`src/rtl/mag_comp_pkg.sv`:
```
// Shared types and constants for the sequential magnitude comparator.
package mag_comp_pkg;

  typedef enum logic {
    IDLE    = 1'b0,
    COMPARE = 1'b1
  } compState;

  // Result codes as presented on {pmq_out, pmeq_out}
  localparam logic [1:0] RES_EQ   = 2'b11;
  localparam logic [1:0] RES_GT   = 2'b10;
  localparam logic [1:0] RES_LT   = 2'b01;
  localparam logic [1:0] RES_NONE = 2'b00;

endpackage

```
`src/rtl/mag_comp_chunk.sv`:
```
// Combinational compare of one CHUNK-bit slice. When signedMsb is set the
// top bit of both slices is inverted, which turns a two's-complement sign
// bit into an ordinary unsigned magnitude bit for the most-significant slice.
module mag_comp_chunk #(
  parameter int CHUNK = 4
) (
  input  logic [CHUNK-1:0] a,
  input  logic [CHUNK-1:0] b,
  input  logic             signedMsb,
  output logic             gt,
  output logic             lt
);

  logic [CHUNK-1:0] aAdj;
  logic [CHUNK-1:0] bAdj;

  // Bias the sign bit when needed, then do a plain unsigned compare
  always_comb begin
    aAdj = a;
    bAdj = b;
    if (signedMsb) begin
      aAdj[CHUNK-1] = ~a[CHUNK-1];
      bAdj[CHUNK-1] = ~b[CHUNK-1];
    end
    gt = (aAdj > bAdj);
    lt = (aAdj < bAdj);
  end

endmodule

```
`src/rtl/mag_comp_seq.sv`:
```
// Sequential magnitude comparator: walks the operands one chunk per clock,
// most-significant chunk first, and exits as soon as a chunk differs.
module mag_comp_seq
  import mag_comp_pkg::*;
#(
  parameter int WIDTH = 16,
  parameter int CHUNK = 4
) (
  input  logic             clk,
  input  logic             rst_n,
  input  logic             start,
  input  logic             signed_mode,
  input  logic [WIDTH-1:0] p,
  input  logic [WIDTH-1:0] q,
  output logic             busy,
  output logic             done,
  output logic             pmq_out,
  output logic             pmeq_out
);

  localparam int NCHUNK = WIDTH / CHUNK;
  localparam int IDXW   = (NCHUNK > 1) ? $clog2(NCHUNK) : 1;

  compState                      state;
  logic [NCHUNK-1:0][CHUNK-1:0]  pReg;
  logic [NCHUNK-1:0][CHUNK-1:0]  qReg;
  logic                          signedReg;
  logic [IDXW-1:0]               idx;
  logic [1:0]                    result;

  logic [CHUNK-1:0] pChunk;
  logic [CHUNK-1:0] qChunk;
  logic             isMsb;
  logic             chunkGt;
  logic             chunkLt;

  assign pChunk = pReg[idx];
  assign qChunk = qReg[idx];
  assign isMsb  = (idx == IDXW'(NCHUNK - 1));

  mag_comp_chunk #(
    .CHUNK(CHUNK)
  ) chunkCmp (
    .a        (pChunk),
    .b        (qChunk),
    .signedMsb(signedReg & isMsb),
    .gt       (chunkGt),
    .lt       (chunkLt)
  );

  assign pmq_out  = result[1];
  assign pmeq_out = result[0];

  // Control FSM with operand capture, chunk index and registered outputs
  always_ff @(posedge clk or negedge rst_n) begin
    if (!rst_n) begin
      state     <= IDLE;
      pReg      <= '0;
      qReg      <= '0;
      signedReg <= 1'b0;
      idx       <= '0;
      busy      <= 1'b0;
      done      <= 1'b0;
      result    <= RES_NONE;
    end else begin
      case (state)
        IDLE: begin
          done <= 1'b0;
          if (start) begin
            pReg      <= p;
            qReg      <= q;
            signedReg <= signed_mode;
            idx       <= IDXW'(NCHUNK - 1);
            busy      <= 1'b1;
            state     <= COMPARE;
          end
        end
        COMPARE: begin
          if (chunkGt) begin
            result <= RES_GT;
            done   <= 1'b1;
            busy   <= 1'b0;
            state  <= IDLE;
          end else if (chunkLt) begin
            result <= RES_LT;
            done   <= 1'b1;
            busy   <= 1'b0;
            state  <= IDLE;
          end else if (idx == '0) begin
            result <= RES_EQ;
            done   <= 1'b1;
            busy   <= 1'b0;
            state  <= IDLE;
          end else begin
            idx <= idx - IDXW'(1);
          end
        end
        default: begin
          state <= IDLE;
          busy  <= 1'b0;
          done  <= 1'b0;
        end
      endcase
    end
  end

endmodule

```
`config.mk`:
```
export PLATFORM = sky130hd
export DESIGN_NAME = mag_comp_seq
export DESIGN_NICKNAME = d
export VERILOG_FILES = /design/src/rtl/mag_comp_pkg.sv /design/src/rtl/mag_comp_chunk.sv /design/src/rtl/mag_comp_seq.sv
export SDC_FILE = /design/constraint.sdc
export NUM_CORES = 1
export LEC_CHECK = 0
export ABC_AREA = 1
export BUFFER_PORTS_ARGS = -buffer_cell sky130_fd_sc_hd__buf_2
export CAP_MARGIN = 30
export CORE_ASPECT_RATIO = 1.25
export CORE_UTILIZATION = 50
export CTS_BUF_LIST = sky130_fd_sc_hd__clkbuf_16
export DETAILED_ROUTE_END_ITERATION = 6
export GPL_ROUTABILITY_DRIVEN = 1
export GPL_TIMING_DRIVEN = 0
export PLACE_DENSITY = 0.84
export SYNTH_ARGS = -nofsm -noshare
export SYNTH_HDL_FRONTEND = slang
export SYNTH_SLANG_ARGS = --single-unit
```
`constraint.sdc`:
```
create_clock -name clk -period 2.17 [get_ports clk]
set_input_delay 0.1085 -clock clk [delete_from_list [all_inputs] [get_ports clk]]
set_output_delay 0.1085 -clock clk [all_outputs]
set_load 0.01 [all_outputs]
```
### Yosys cells after proc, flatten, opt, wreduce, memory -nomap -nowiden

Index checks and enable logic that the tools add are counted.

| operators by class | value |
|---|---|
| order comparisons | 3 |
| bitwise logic cells | 4 |
| add/sub/neg operators | 1 |
| reductions and logical operators | 6 |
| multiplexer cells | 28 |
| eq/ne operators | 6 |

Operators by type and width:

| kind | count |
|---|---|
| 4-bit binary-select mux with 2-bit select | 2 |
| 2-bit 2-to-1 mux | 7 |
| 1-bit 2-to-1 mux | 13 |
| 4-bit 2-to-1 mux | 2 |
| 2-bit != test, second input constant | 4 |
| 1-bit one-hot mux with 2 select lines | 3 |
| 2-bit AND reduction | 3 |
| 4-bit > comparator | 1 |
| 4-bit less-than comparator | 1 |
| 4-bit by 1-bit != test with 1-bit output, second input constant | 1 |
| 2-bit one-hot mux with 2 select lines | 1 |
| 4-bit AND reduction | 1 |
| 2-bit by 3-bit less-than comparator with 1-bit output, second input constant | 1 |
| 1-bit NOT | 3 |
| 3-bit nonzero test | 1 |
| 2-bit == test, second input constant | 1 |
| 2-bit logical NOT | 1 |
| 2-bit by 1-bit subtractor with 2-bit output, second input constant | 1 |
| 1-bit bitwise AND | 1 |

| word-level totals | value |
|---|---|
| bits of input ports | 36 |
| register bits after elaboration | 40 |
| logic and storage cells | 62 |
| output and inout bits | 4 |

### Longest topological paths before layout

| depth | value |
|---|---|
| depth after elaboration | 8 |
| depth in mapped cells | 15 |
| mapped depth without buffers | 14 |

### By module

Synthesis repeated with hierarchy kept, for this count alone.

| unflattened totals | value |
|---|---|
| cell total of the unflattened synthesis | 252 |
| area, all modules | 2093.3 um^2 |

By module, submodules not included:

| module | times used | seq. area each (um^2) | cells an instance | area each (um^2) |
|---|---|---|---|---|
| mag_comp_seq | 1 | 1001.0 | 228 | 1960.6 |
| mag_comp_chunk | 1 | 0.0 | 24 | 132.6 |

### Worst setup path after synthesis

No wires, ideal clock.

| path | value |
|---|---|
| kind | register to register |
| from | register idx[0] |
| to | register done |
| path buffers | 2 |
| clock period less this slack | 1.945 ns |
| required time | 2.050 ns |
| cell stages (with the launch flop) | 14 |
| arrival time | 1.825 ns |
| slack | 0.225 ns |
| library setup time | 0.120 ns |
| cells stage by stage | dfrtp_1 -> buf_2 -> inv_2 -> buf_4 -> nand2_1 -> a32o_1 -> ha_1 -> nand2_1 -> inv_1 -> nand3_1 -> nor2_1 -> nand2_1 -> o21ai_0 -> inv_1 |

| on the way | value |
|---|---|
| longest elaborated chain between the ends | 8 |
| elaborated cells on any way between the ends | 17 |
| classes of those cells | 2 x order compare; 2 x eq/ne; 9 x mux; 3 x bitwise; 1 x reduce/logical |

RTL lines:

| element | RTL line | source |
|---|---|---|
| from (decl) | mag_comp_seq.sv:28 | `logic [IDXW-1:0] idx;` |
| from (signal assigned) | mag_comp_seq.sv:73 | `idx <= IDXW'(NCHUNK - 1);` |
| from (signal assigned) | mag_comp_seq.sv:95 | `idx <= idx - IDXW'(1);` |
| 4-bit binary-select mux with 2-bit select (on tied branches) | mag_comp_seq.sv:37, mag_comp_seq.sv:38 |  |
| 4-bit 2-to-1 mux (on tied branches) | mag_comp_seq.sv:37, mag_comp_seq.sv:38 |  |
| 1-bit NOT (on tied branches) | mag_comp_chunk.sv:22, mag_comp_chunk.sv:23 |  |
| 1-bit 2-to-1 mux | mag_comp_chunk.sv:21 | `if (signedMsb) begin` |
| 4-bit less-than comparator | mag_comp_chunk.sv:26 | `lt = (aAdj < bAdj);` |
| 1-bit 2-to-1 mux | mag_comp_seq.sv:84 | `end else if (chunkLt) begin` |
| 1-bit 2-to-1 mux | mag_comp_seq.sv:79 | `if (chunkGt) begin` |
| 1-bit one-hot mux with 2 select lines | mag_comp_seq.sv:66 | `case (state)` |
| to (signal assigned) | mag_comp_seq.sv:68 | `done <= 1'b0;` |
| to (signal assigned) | mag_comp_seq.sv:81 | `done <= 1'b1;` |
| to (signal assigned) | mag_comp_seq.sv:86 | `done <= 1'b1;` |
| to (decl) | mag_comp_seq.sv:16 | `output logic done,` |

Several ways; a longest one is shown, not always the timed one. The select of a mux whose other input is x is not followed.
A chain may end at the register's enable or synchronous reset.

### Worst setup path in the final report

| path | value |
|---|---|
| from | register idx[0] |
| to | register idx[1] |

| on the way | value |
|---|---|
| longest elaborated chain between the ends | 7 |
| elaborated cells on any way between the ends | 22 |
| classes of those cells | 1 x add/sub; 2 x order compare; 4 x eq/ne; 10 x mux; 3 x bitwise; 2 x reduce/logical |

RTL lines:

| element | RTL line |
|---|---|
| 4-bit binary-select mux with 2-bit select (on tied branches) | mag_comp_seq.sv:37, mag_comp_seq.sv:38 |
| 4-bit 2-to-1 mux (on tied branches) | mag_comp_seq.sv:37, mag_comp_seq.sv:38 |
| 1-bit NOT (on tied branches) | mag_comp_chunk.sv:22, mag_comp_chunk.sv:23 |
| 1-bit 2-to-1 mux | mag_comp_chunk.sv:21 |
| 4-bit > comparator or 4-bit less-than comparator (tied branches) | mag_comp_chunk.sv:25, mag_comp_chunk.sv:26 |
| 2-bit != test (no line) | - |
| 4-bit AND reduction (no line) | - |

Several ways; a longest one is shown, not always the timed one. The select of a mux whose other input is x is not followed.

==> results.py <==
metrics = {
    "status": {
        "status": "completed",
    },
    "power_and_ir_drop": {
        "p_seq_share_pct": 32.6,
        "vdd_drop_max_mv": 0.601,
        "p_per_area_nw_per_um2": 1430,
        "net-switching-power_mw": 1.26,
        "pwr-share-comb_pct": 45.0,
        "clkPwrFrac_pct": 22.4,
        "p_sw_share_pct": 34.6,
        "internal_power_mw": 2.38,
        "leakagePower_nw": 1.29,
    },
    "route": {
        "first_iter_violations": 52,
        "drcViolationCount": 0,
        "num_vias": 1415,
        "routedWlPerCell_um": 14.5,
        "avgViaCountPerCell": 5.15,
        "drt-total-wl_um": 3990,
        "detail-route-antenna-nets": 0,
        "drtPass1Iterations": 4,
    },
    "clocking": {
        "cts_sinks": 40,
        "cts_root_buffer": "clkbuf_16",
        "clockBufferDepth": 2,
        "htree_num_levels": 2,
        "path_clk_slew_ps": 60,
        "clk_latency_ps": 280,
        "cts_tree": "yes",
        "cts_buffers": 5,
    },
    "sta": {
        "rsz0062_at_grt": "true",
        "setup_tns_ps": 0,
        "finalCritPeriodShare_pct": 93.9,
        "slew_viol_final": 0,
        "hold_viol": 0,
        "fmax_mhz": 491,
        "setup_violations": 0,
        "slew_headroom_pct": 42.8,
        "finClkSkew_ps": 8.06,
        "period_minus_slack_ps": 2040,
        "holdWs_ps": 49.2,
        "worstMarginPinSlew_ps": 859,
    },
    "die": {
        "pin_count": 40,
        "num_rows": 25,
        "start_util_pct": 53.0,
        "die_h_um": 73.1,
        "die_area_sq_um": 4310,
        "core_area_sq_um": 3820,
        "fp.dieW_um": 58.9,
    },
    "finish": {
        "num_antenna_cells": 0,
        "syn_to_final_growth_pct": 25.2,
        "design_area_sq_um": 2530,
        "stdcell_count": 275,
        "drive_above_1_share_pct": 45.7,
        "fin_nets": 262,
    },
    "worst_setup_path": {
        "startpoint_type": "register",
        "required_ps": 2380,
        "cp_max_fo": 10,
        "critPathCaptureType": "register",
        "worstPathArrival_ps": 2250,
        "crit_type": "register to register",
    },
    "synthesis": {
        "synth_cell_types": 19,
        "synth_area_sq_um": 2020,
        "synthSimpleGateAreaFrac_pct": 11.9,
        "synth_top_family_by_area": "multiplexers",
        "synth_compound_area_share_pct": 5.13,
        "avgSynthCellArea_sq_um": 11.8,
        "synthAdderAreaFrac_pct": 3.71,
        "ys_ff_latch": 40,
        "yosys.area.top_type": "dfrtp_1",
        "synthMuxAreaShare_pct": 23.4,
        "synthXorXnorAreaFrac_pct": 0.866,
        "seq_area_frac_synth_pct": 49.5,
        "synth_top_cell_area_share_pct": 49.5,
        "yosys-top-cells-area": "dfrtp_1 49%, mux2_4 20%, nand2_1 7.6%, ha_1 3.7%, mux2_2 3.3%",
        "synth_cells": 172,
        "synth_nets": 214,
        "yosysWarnings": 0,
    },
    "placed_design": {
        "gp_congestion": 0.823,
        "place_area_sq_um": 2290,
        "dp.cells": 265,
        "dpl.hpwl_um": 2750,
        "portBuffers": 39,
    },
    "global_routing": {
        "track_usage_pct": 20.9,
        "antenna_found_initial": 0,
        "grt_overflow_total": 0,
        "first_global_vias": 1393,
        "grt_pass1_wl_um": 6490,
        "grt_max_degree": 41,
    },
    "min_path": {
        "hold_path_class": "input pin to register",
    },
    "job": {
        "maxCapViolCount": 0,
    },
}
[per-layer routing]
metal / global-route usage [%] / vias up / part of all wire (%) / wire, um
li1: - / 676 / - / -
met1: 25.6 / 682 / 43 / 1720
met2: 34.6 / 44 / 49 / 1940
met3: 5.50 / 13 / 5.0 / 201
met4: 8.99 / 0 / 3.0 / 119
met5: 0 / - / 0 / 0
[cells by family after synthesis]
family	count (synthesis)
compound gates	17
xor+xnor	2
flops	40
simple gates	59
fa+ha+maj	6
buf+inv	15
mux	33
[Yosys cell counts (all sizes together)]
cell,instances
nand3,9
mux2,33
xor2,1
nand2,42
a21oi,4
buf,7
inv,8
nor2,8
xnor2,1
ha,6
dfrtp,40
o22ai,3
a32o,3
o21ai,7
[cell type report]
| cell class | instances | area [sq um] |
|---|---|---|
| buffer | 7 | 97.6 |
| clock buffer | 5 | 125 |
| clock inverter | 3 | 38.8 |
| fill | 316 | 1280 |
| inverter | 8 | 35.0 |
| multi-input combinational | 117 | 955 |
| sequential | 40 | 1000 |
| tap | 54 | 67.6 |
| timing repair buffer | 41 | 213 |
[registers in the layout (all words and copies together) (netlist names)]
name / count
busy: 1
done: 1
idx: 2
pReg: 16
qReg: 16
result: 2
signedReg: 1
state: 1
[critical path, stage by stage, from the launching register on]
cell	delay [ps]
dfrtp_1	390
buf_6	160
inv_6	90
buf_6	140
nand2_1	60
a32o_1	260
ha_4	280
nand2_1	50
nand2_1	50
nand2_1	50
nand2_2	110
nand3_2	120
nand2_2	100
nand2_1	60
nand2_1	50
[stage by stage]
stage                     total power, mW  worst slack [ps]  utilization (%)
after floorplan                      2.22               225                -
after global placement               2.49              12.7             59.9
after detailed placement             2.54             -47.9             59.9
after CTS                            3.38              12.9             64.6
after global routing                 3.90             -30.2             66.4
final                                3.64               132             66.4
[cells in the final DEF, fill, tap and decap left out]
| master | synthesis | layout |
|---|---|---|
| a21oi_1 | 4 | 3 |
| a21oi_2 | 0 | 1 |
| a32o_1 | 3 | 3 |
| buf_12 | 3 | 3 |
| buf_2 | 3 | 39 |
| buf_4 | 1 | 2 |
| buf_6 | 0 | 2 |
| bufinv_16 | 0 | 1 |
| clkbuf_16 | 0 | 5 |
| clkbuf_4 | 0 | 1 |
| clkinv_2 | 0 | 1 |
| dfrtp_1 | 40 | 39 |
| dfrtp_2 | 0 | 1 |
| dlygate4sd3_1 | 0 | 1 |
| ha_1 | 6 | 5 |
| ha_4 | 0 | 1 |
| inv_1 | 6 | 7 |
| inv_2 | 2 | 1 |
| inv_6 | 0 | 1 |
| mux2_2 | 6 | 6 |
| mux2_4 | 27 | 27 |
| nand2_1 | 41 | 37 |
| nand2_2 | 0 | 4 |
| nand2_4 | 1 | 1 |
| nand3_1 | 9 | 7 |
| nand3_2 | 0 | 2 |
| nor2_1 | 8 | 7 |
| nor2_2 | 0 | 1 |
| o21ai_0 | 7 | 5 |
| o21ai_1 | 0 | 2 |
| o22ai_1 | 3 | 2 |
| o22ai_2 | 0 | 1 |
| xnor2_1 | 1 | 1 |
| xor2_1 | 1 | 1 |
[what timing repair did]
action                                  in CTS  in global routing
gates resized for setup                      2                 19
hold endpoints to repair                    40                  0
hold buffers                                 1                  0
setup buffers                                0                  1
pin swaps                                    0                  3
endpoints found under the setup margin       6                  7
[final timing paths]
check | from | to | slack, ps | depth (start not counted)
setup / recovery | idx[0]$_DFFE_PN0P_ | idx[1]$_DFFE_PN0P_ | 130 | 14
hold / removal | p[9] | pReg[9]$_DFFE_PN0P_ | 50 | 2
setup reg to reg | idx[0]$_DFFE_PN0P_ | idx[1]$_DFFE_PN0P_ | 130 | 14
hold reg to reg | result[0]$_DFFE_PN0P_ | result[0]$_DFFE_PN0P_ | 460 | 2
max in group asynchronous | rst_n | idx[1]$_DFFE_PN0P_ | 1090 | 2
min in group asynchronous | rst_n | pReg[13]$_DFFE_PN0P_ | 470 | 2
[power by group through the flow]
stage                     clock network, mW  registers, mW  logic (mW)
final                                 0.815           1.19        1.63
after global routing                  0.848           1.21        1.84
after CTS                             0.825           1.18        1.37
after detailed placement                  0           1.19        1.35
after global placement                    0           1.18        1.31
after floorplan                           0           1.14        1.08
Note: power is estimated with default switching activity, not from simulation.
